--- src/rtl/i2s_tx_serializer.sv ---
// I2S transmit serializer: pops 16-bit samples from a FWFT FIFO
// and shifts them out MSB first, generating BCLK and LRCLK from mclk.
module i2s_tx_serializer #(
    parameter int BCLK_DIV   = 4,
    parameter int SLOT_WIDTH = 32,
    parameter int DATA_WIDTH = 16
) (
    input  logic                  mclk,
    input  logic                  reset,
    input  logic                  enable,
    output logic                  tx_rinc,
    input  logic [DATA_WIDTH-1:0] tx_rdata,
    input  logic                  tx_rempty,
    output logic                  bclk,
    output logic                  lrclk,
    output logic                  sdata,
    output logic [15:0]           underrun_cnt
);

    localparam int DW = $clog2(BCLK_DIV);
    localparam int BW = $clog2(SLOT_WIDTH);
    localparam logic [DW-1:0] DIV_LAST = DW'(BCLK_DIV - 1);
    localparam logic [BW-1:0] BIT_LAST = BW'(SLOT_WIDTH - 1);
    localparam logic [BW-1:0] BIT_DATA = BW'(DATA_WIDTH);

    typedef enum logic {
        ST_IDLE,
        ST_RUN
    } state_t;

    state_t                state;
    state_t                state_nxt;
    logic [DW-1:0]         div_cnt;
    logic [BW-1:0]         bit_cnt;
    logic [DATA_WIDTH-1:0] shreg;
    logic [15:0]           urun_count;
    logic                  ss;
    logic                  wrap;
    logic                  slot_end;
    logic [BW-1:0]         bit_nxt;

    assign wrap         = (div_cnt == DIV_LAST);
    assign slot_end     = wrap && bclk && (bit_cnt == BIT_LAST);
    assign bit_nxt      = bit_cnt + BW'(1);
    assign tx_rinc      = ss && !tx_rempty && !reset;
    assign underrun_cnt = urun_count;

    // State register: IDLE until enabled, RUN while streaming.
    always_ff @(posedge mclk or posedge reset) begin
        if (reset) state <= ST_IDLE;
        else       state <= state_nxt;
    end

    // Next state and slot-start decode.
    always_comb begin
        state_nxt = state;
        ss        = 1'b0;
        unique case (state)
            ST_IDLE: begin
                if (enable) begin
                    ss        = 1'b1;
                    state_nxt = ST_RUN;
                end
            end
            ST_RUN: begin
                if (!enable)       state_nxt = ST_IDLE;
                else if (slot_end) ss = 1'b1;
            end
            default: state_nxt = ST_IDLE;
        endcase
    end

    // Clock division, slot loading and bit shifting on falling BCLK.
    always_ff @(posedge mclk or posedge reset) begin
        if (reset) begin
            div_cnt    <= '0;
            bit_cnt    <= '0;
            shreg      <= '0;
            urun_count <= '0;
            bclk       <= 1'b0;
            lrclk      <= 1'b0;
            sdata      <= 1'b0;
        end else if (ss) begin
            shreg   <= tx_rempty ? '0 : tx_rdata;
            bit_cnt <= '0;
            div_cnt <= '0;
            bclk    <= 1'b0;
            sdata   <= 1'b0;
            lrclk   <= (state == ST_RUN) ? ~lrclk : 1'b0;
            if (tx_rempty && urun_count != 16'hFFFF)
                urun_count <= urun_count + 16'd1;
        end else if (state == ST_RUN && !enable) begin
            div_cnt <= '0;
            bit_cnt <= '0;
            bclk    <= 1'b0;
            lrclk   <= 1'b0;
            sdata   <= 1'b0;
        end else if (state == ST_RUN) begin
            div_cnt <= wrap ? '0 : div_cnt + DW'(1);
            if (wrap) begin
                bclk <= ~bclk;
                if (bclk) begin
                    bit_cnt <= bit_nxt;
                    if (bit_nxt <= BIT_DATA) begin
                        sdata <= shreg[DATA_WIDTH-1];
                        shreg <= {shreg[DATA_WIDTH-2:0], 1'b0};
                    end else begin
                        sdata <= 1'b0;
                    end
                end
            end
        end
    end

endmodule

--- config.mk ---
export PLATFORM = sky130hd
export DESIGN_NAME = i2s_tx_serializer
export DESIGN_NICKNAME = d
export VERILOG_FILES = /design/src/rtl/i2s_tx_serializer.sv
export SDC_FILE = /design/constraint.sdc
export NUM_CORES = 1
export LEC_CHECK = 0
export CORE_MARGIN = 2
export CORE_UTILIZATION = 30
export CTS_CLUSTER_SIZE = 10
export DETAILED_ROUTE_END_ITERATION = 12
export GPL_TIMING_DRIVEN = 1
export PLACE_DENSITY = 0.47
export SETUP_SLACK_MARGIN = 0.15
export SKIP_CTS_REPAIR_TIMING = 1
export SYNTH_ARGS = -nofsm -noshare
export SYNTH_HDL_FRONTEND = slang
export SYNTH_SLANG_ARGS = --single-unit
--- constraint.sdc ---
create_clock -name mclk -period 6.2 [get_ports mclk]
set_input_delay 1.24 -clock mclk [delete_from_list [all_inputs] [get_ports mclk]]
set_output_delay 1.24 -clock mclk [all_outputs]
set_load 0.01 [all_outputs]
Word level (Yosys, flattened, before mapping)
Cells that the tools add are included.
{"block": "totals", "reg_bits": 43, "latch_bits": 0, "mem_bits_rw": 0, "romBits": 0, "input_bits": 20, "out_inout_bits": 20, "wordCells": 73, "mem_count": 0}
{"block": "op_classes", "addsub": 3, "multipliers": 0, "div": 0, "order_cmp": 1, "n_eq_ne": 4, "shifts": 0, "mux": 33, "n_bitwise": 3, "reduce_logical": 21}
{"op": "$mux W16", "n": 7}
{"op": "$mux W5", "n": 5}
{"op": "$add A16 B1 Y16 const B", "n": 1}
{"op": "$mux W1", "n": 16}
{"op": "$ne A16 B16 Y1 const B", "n": 1}
{"op": "$reduce_bool A2 Y1", "n": 5}
{"op": "$reduce_bool A3 Y1", "n": 3}
{"op": "$mux W2", "n": 4}
{"op": "$logic_and A1 B1 Y1", "n": 6}
{"op": "$add A5 B1 Y5 const B", "n": 1}
{"op": "$eq A5 B5 Y1 const B", "n": 1}
{"op": "$le A5 B5 Y1 const B", "n": 1}
{"op": "$reduce_and A5 Y1", "n": 1}
{"op": "$reduce_and A2 Y1", "n": 2}
{"op": "$logic_not A1 Y1", "n": 3}
{"op": "$not A1 Y1", "n": 3}
{"op": "$reduce_and A3 Y1", "n": 1}
{"op": "$add A2 B1 Y2 const B", "n": 1}
{"op": "$eq A2 B2 Y1 const B", "n": 1}
{"op": "$ne A2 B2 Y1 const B", "n": 1}
{"op": "$pmux W1 S2", "n": 1}

Depth between registers and ports, before layout
Gate-level depths: netlist of the first run.
{"block": "depth", "ltp_word": 8, "mapped_depth": 9, "mapped_depth_nobuf": 7}

Least setup slack after synthesis of the first run
Ideal clock, no wire load.
{"block": "synth_timing", "kind": "input port to output port", "start": "input port tx_rempty", "end": "output port tx_rinc", "arrival_time_ps": 1897, "setup_slack_ps": 3063, "path_stages": 3, "path_cell_list": "buf_2 clkbuf_1 nor3_1"}
{"block": "synth_via", "elab_chain_len": 3}
{"item": "from (decl)", "line_no": "13", "rtl": "input logic tx_rempty,"}
{"item": "$logic_not A1 Y1", "line_no": "45", "rtl": "assign tx_rinc = ss && !tx_rempty && !reset;"}
{"item": "$logic_and A1 B1 Y1 (2 in a row)", "line_no": "45"}
{"item": "to (decl)", "line_no": "11", "rtl": "output logic tx_rinc,"}
No other way between the ends.

Worst setup path in the final report of the first run
{"block": "layout_timing", "start": "input port enable", "end": "output port tx_rinc"}
{"block": "layout_via", "elab_chain_len": 4, "word_cells_on_any_way": 5, "classes_between": "mux: 3; reduce/logical: 2"}
{"item": "from (decl)", "line_no": "10", "rtl": "input logic enable,"}
{"item": "$mux W1, on equally long branches", "line_no": "66, 60"}
{"item": "$pmux W1 S2 (*)", "line_no": "58", "rtl": "unique case (state)"}
{"item": "$logic_and A1 B1 Y1 (*) (2 in a row)", "line_no": "45"}
Mark *: on every way between the ends. The rest lies on a longest branch, timed or not.

==> run summary, run 1 <==
total CTS buffers: 5
Core ar.: 0.007647 mm²
vias per cell: 4.585
sequential area share after synthesis: 46.11%
Post-Route Setup TNS: 0 ns
fillcell total: 781
share of flip-flops with an asynchronous set or reset: 100.0%
skew final: 0.006864 ns
CTS sink cnt: 43
final wirelength: 4670 µm
Worst EP required: 4.96 ns
crit path launch type: input pin
first-pass GRT wire length: 7707 µm
worst relative slew slack: 30.38%
routed via count: 1614
H-tree depth: 2
die area: 0.008500 mm²
Post-synth EDFFs: 0
gr ovfl total: 0
Mapped Avg Cell Area: 11.27 µm²
status: finished, final reports clean
die height: 92.20 µm
CTS tree: built
CP arrival: 2.99 ns
latest clock arrival within the worst-skew pair: 0.29 ns
max-slew violations: 0
IO Count: 40
drt first pass iters: 5
min Tclk post-route: 4.234 ns
Slew @ Worst Pin: 1.044 ns
vias in the first global route: 1579
layout overhead on the synthesized area: 24.18%
synth unique cells: 49
Diodes inserted: 0
pin count of the biggest net entering global routing: 44
Post-Route Utilization: 37.89%
kind of critical path: in -> out
Syn Inst Count: 207
I/O Buffers: 39
Static Leakage: 0.001286 µW
Crit. End Element: output port
final antenna-violating net count: 0
Rows: 32
Hold WC Path Type: reg -> reg
Reg clk slew, reported paths: 0.07 ns
1st-iter DRT viols: 60
Placer Congestion: 0.7739
layout cells sized above 1: 12.00%
Post-route DRC: 0
final net count: 273
pwr/cell area: 255.5 mW/mm²
period utilisation layout: 68.29%
final hold vios: 0
initial antenna violation count: 0
maximum fanout along the worst path: 9
DP Wirelength: 3271 µm
R2R Setup Slk: 3.38 ns
die extent in x: 92.20 µm
register bit total from synthesis: 43
Placed Cells: 344
Design Power: 740.3 µW
Initial Util: 30.51%
non-filler cells, final: 352
Ys Warns: 0
syn nets: 231
CTS root buf: clkbuf_8
Max Cap Viol: 0
unrepaired setup endpoints after global routing: no
Max Clk Rate: 0.2362 GHz
Synth Cell Area: 0.002333 mm²
CTS Buffer Depth: 2
final setup fails: 0
Avg WL per Cell: 13.27 µm
gr usage total: 11.50%
worst vdd ir: 0.1992 mV
top_reg_cell synth: dfrtp_1
==> flip-flops by register name, indices dropped and copies added (netlist names) <==
signal	cells
shreg	16
underrun_cnt	16
bit_cnt	5
div_cnt	2
bclk	1
lrclk	1
sdata	1
state	1
==> final timing paths <==
kind	startpoint	endpoint	depth (start not counted)
setup / recovery	enable	tx_rinc	5
hold / removal	div_cnt[0]	div_cnt[0]	1
hold reg to reg	div_cnt[0]	div_cnt[0]	1
min in group asynchronous	reset	underrun_cnt[15]	3
setup reg to reg	bit_cnt[0]	shreg[2]	7
max in group asynchronous	reset	state	3
==> power breakdown <==
group | total, µW | internal [µW] | leakage, µW | switching (µW)
combinational | 187 | 110 | 0.000684 | 76.8
sequential | 384 | 336 | 0.000560 | 47.5
clock | 170 | 79.1 | 0.0000422 | 90.7
==> final cells by class <==
cell class	instances	area, µm²	area share [%]
tap	102	127.6	4.404
multi-input combinational	147	1170	40.37
timing repair buffer	40	397.9	13.73
clock buffer	7	76.32	2.634
sequential	43	1076	37.13
clock inverter	1	5.005	0.1727
inverter	12	45.04	1.554
==> kinds of logic (layout without fill, tap and decap cells) <==
kind of cell	Yosys count	in the layout	synth area share, %
xor+xnor	16	16	6.006
buf+inv	17	60	3.753
compound gates	20	20	7.185
fa+ha+maj	4	4	2.145
mux	32	32	15.33
simple gates	75	75	19.46
flops	43	43	46.11
==> worst max-delay path, stage by stage <==
cell and delay, ns:
clkdlybuf4s50_1 0.63, and4_4 0.30, nor2_1 0.08, nor3_1 0.16, clkdlybuf4s50_1 0.58
==> cells in the final DEF (no fill, tap or decap), types with 9 or more instances in the layout <==
cell / netlist / layout
clkdlybuf4s50_1: 0 / 39
nor3_1: 9 / 9
nor2b_1: 9 / 9
dfrtp_1: 43 / 43
xor2_1: 14 / 14
mux2i_1: 20 / 20
inv_1: 12 / 12
nand2_1: 12 / 12
==> synth_stat cells, types with 3 or more instances <==
cell type,number,share of area [%]
nor4_1,5,1.3
nor3_1,9,1.9
mux2i_1,20,8.6
nor2b_1,9,2.4
ha_1,4,2.1
dfrtp_1,43,46
nand3_1,6,1.3
nand4_1,3,0.80
mux2_4,6,3.9
nand2_1,12,1.9
xor2_1,14,5.3
nor2_1,6,0.97
inv_1,12,1.9
mux2_2,6,2.9
nand2b_1,6,1.6
o21ai_0,6,1.3
==> metal layers <==
layer / GRT usage (%) / part of all wire (%) / wire [µm] / vias to the layer above
li1: - / - / - / 820
met1: 15.43 / 49 / 2268 / 768
met2: 17.83 / 47 / 2191 / 21
met3: 2.629 / 3.1 / 144 / 5
met4: 4.851 / 1.4 / 65 / 0
met5: 0 / 0 / 0 / -
==> per-stage QoR <==
step	cell area, µm²	hold WS [ns]	worst slack [ns]
after floorplan	2333	0.4595	3.063
after global placement	2816	0.4900	1.940
after detailed placement	2816	0.4830	1.983
after CTS	2898	0.4966	1.959
after global routing	2898	0.5170	1.838
final	2898	0.5018	1.966
Power figures use the tool's default switching activity.
==> run 2, diff against run 1 <==
--- a/config.mk
+++ b/config.mk
@@ -10,7 +10,7 @@
 export CTS_CLUSTER_SIZE = 10
 export DETAILED_ROUTE_END_ITERATION = 12
 export GPL_TIMING_DRIVEN = 1
-export PLACE_DENSITY = 0.47
+export PLACE_DENSITY = 0.49
 export SETUP_SLACK_MARGIN = 0.15
 export SKIP_CTS_REPAIR_TIMING = 1
 export SYNTH_ARGS = -nofsm -noshare
==> constraint.sdc (replaced) <==
create_clock -name mclk -period 3.8 [get_ports mclk]
set_input_delay 0.76 -clock mclk [delete_from_list [all_inputs] [get_ports mclk]]
set_output_delay 0.76 -clock mclk [all_outputs]
set_load 0.01 [all_outputs]
==> run 2 against run 1 <==
- clock power rose by 75%
- flip-flop and latch count unchanged
- utilization up 0.54 points
- first-iteration DRC count fell by 23%
- final cell count increased by 0.57%
- global-route usage grew 0.48 points
- largest cell class unchanged
- largest power group unchanged
- highest routed layer unchanged
==> run summary, run 2 (same netlist as run 1, synthesis figures left out) <==
R2R Setup Slk: 1.09 ns (-2.29 ns)
pin count of the biggest net entering global routing: 44 (unchanged)
period utilisation layout: 85.13%
Avg WL per Cell: 13.30 µm (+0.27%)
hold path start: div_cnt[0]
Placer Congestion: 0.7205 (-6.9%)
latest clock arrival within the worst-skew pair: 0.29 ns (about the same)
Post-Route Setup TNS: 0 ns (unchanged)
vias per cell: 4.630 (+0.98%)
drt first pass iters: 4 (-1)
commonest non-fill, non-tap cell in the layout: dfrtp_1
final antenna-violating net count: 0 (unchanged)
gr usage total: 11.98% (+0.48 points)
fin area: 0.002939 mm² (+1.4%)
layout cells sized above 1: 13.49% (+1.5 points)
routed via count: 1639 (+1.5%)
final hold vios: 0 (unchanged)
die height: 92.20 µm (unchanged)
Post-Route Utilization: 38.43% (+0.54 points)
first-pass GRT wire length: 8079 µm (+4.8%)
final setup fails: 0 (unchanged)
vias in the first global route: 1709 (+8.2%)
Reg clk slew, reported paths: 0.08 ns (about the same)
Crit. End Element: output port
final wirelength: 4709 µm (+0.84%)
hold path endpoint: div_cnt[0]
min Tclk post-route: 3.235 ns
CTS sink cnt: 43 (unchanged)
kind of critical path: in -> out
gr ovfl total: 0 (unchanged)
I/O Buffers: 39 (unchanged)
IO Count: 40 (unchanged)
Max Clk Rate: 0.3091 GHz
Worst EP required: 3.04 ns (-1.92 ns)
max-slew violations: 0 (unchanged)
DP Area: 0.002851 mm² (+1.2%)
die area: 0.008500 mm² (unchanged)
worst r2r src: bit_cnt[0]
Max Cap Viol: 0 (unchanged)
Rows: 32 (unchanged)
most frequent cells in the layout: dfrtp_1 (43), clkdlybuf4s50_1 (39), mux2i_1 (20)
CTS root buf: clkbuf_8
die extent in x: 92.20 µm (unchanged)
status: finished, final reports clean
initial antenna violation count: 0 (unchanged)
final net count: 276 (+1.1%)
total CTS buffers: 5 (unchanged)
Hold WC Path Type: reg -> reg
Initial Util: 30.51% (unchanged)
worst vdd ir: 0.3372 mV (+69%)
CTS Buffer Depth: 2 (unchanged)
H-tree depth: 2 (unchanged)
Slew @ Worst Pin: 0.9576 ns (-0.08675 ns)
layout overhead on the synthesized area: 25.95%
RR Endpoint: shreg[6]
Static Leakage: 0.001310 µW (+1.8%)
pwr/cell area: 419.2 mW/mm² (+64%)
cell depth of the worst min-delay path: 1 (unchanged)
CP arrival: 2.47 ns (-0.52 ns)
DP Wirelength: 3415 µm (+4.4%)
1st-iter DRT viols: 46 (-23%)
reg2reg path depth: 6 (-1)
skew final: 0.007561 ns (+0.0006963 ns)
maximum fanout along the worst path: 9 (unchanged)
worst hold slack: 0.4921 ns (-0.009617 ns)
CTS tree: built
Post-route DRC: 0 (unchanged)
crit path launch type: input pin
unrepaired setup endpoints after global routing: no
Core ar.: 0.007647 mm² (unchanged)
worst relative slew slack: 36.16% (+5.8 points)
Diodes inserted: 0 (unchanged)
run 2: cell count changes in the layout (fill, tap and decap cells not counted), sizes merged:
cell / previous run / this run
buf: 1 / 4
clkbuf: 7 / 6
run 2: cell type report:
type	count	area (µm²)
Clock buffer	6	82.58
Clock inverter	1	5.005
Sequential cell	43	1076
Inverter	12	45.04
Tap cell	102	127.6
Timing Repair Buffer	43	432.9
Multi-Input combinational cell	147	1170
Fill cell	767	4708
run 2: worst max-delay path by stage:
stage	startpoint	cells past startpoint	to
global placement	enable	5	tx_rinc
global route	bit_cnt[0]	7	tx_rinc
detailed placement	enable	5	tx_rinc
CTS	enable	5	tx_rinc
floorplan	bit_cnt[0]	7	shreg[1]
finish	enable	5	tx_rinc
run 2: report_power, final:
group | switching [µW] | total [µW] | leakage [µW] | internal [µW]
clock network | 155 | 298 | 0.0000470 | 143
registers | 77.6 | 626 | 0.000560 | 548
logic | 126 | 308 | 0.000703 | 182
run 2: per-layer routing:
metal | vias up | track usage [%] | routed length [µm]
li1 | 824 | - | -
met1 | 785 | 16.29 | 2318
met2 | 24 | 18.50 | 2153
met3 | 6 | 3.369 | 177
met4 | 0 | 3.731 | 60
met5 | - | 0 | 0
run 2: critical path: stages:
cell and delay [ns]:
clkdlybuf4s50_1 0.61, nor2b_2 0.28, nor2_1 0.11, nor3_1 0.15, clkdlybuf4s50_1 0.56
run 2: stage by stage:
step	power [µW]	setup WS (ns)	cells
6_report	1232	0.5651	354
3_5_place_dp	945.1	0.5702	347
4_1_cts	1251	0.5452	354
3_3_place_gp	943.1	0.5916	347
5_1_grt	1310	0.4219	354
2_1_floorplan	806.0	1.468	207
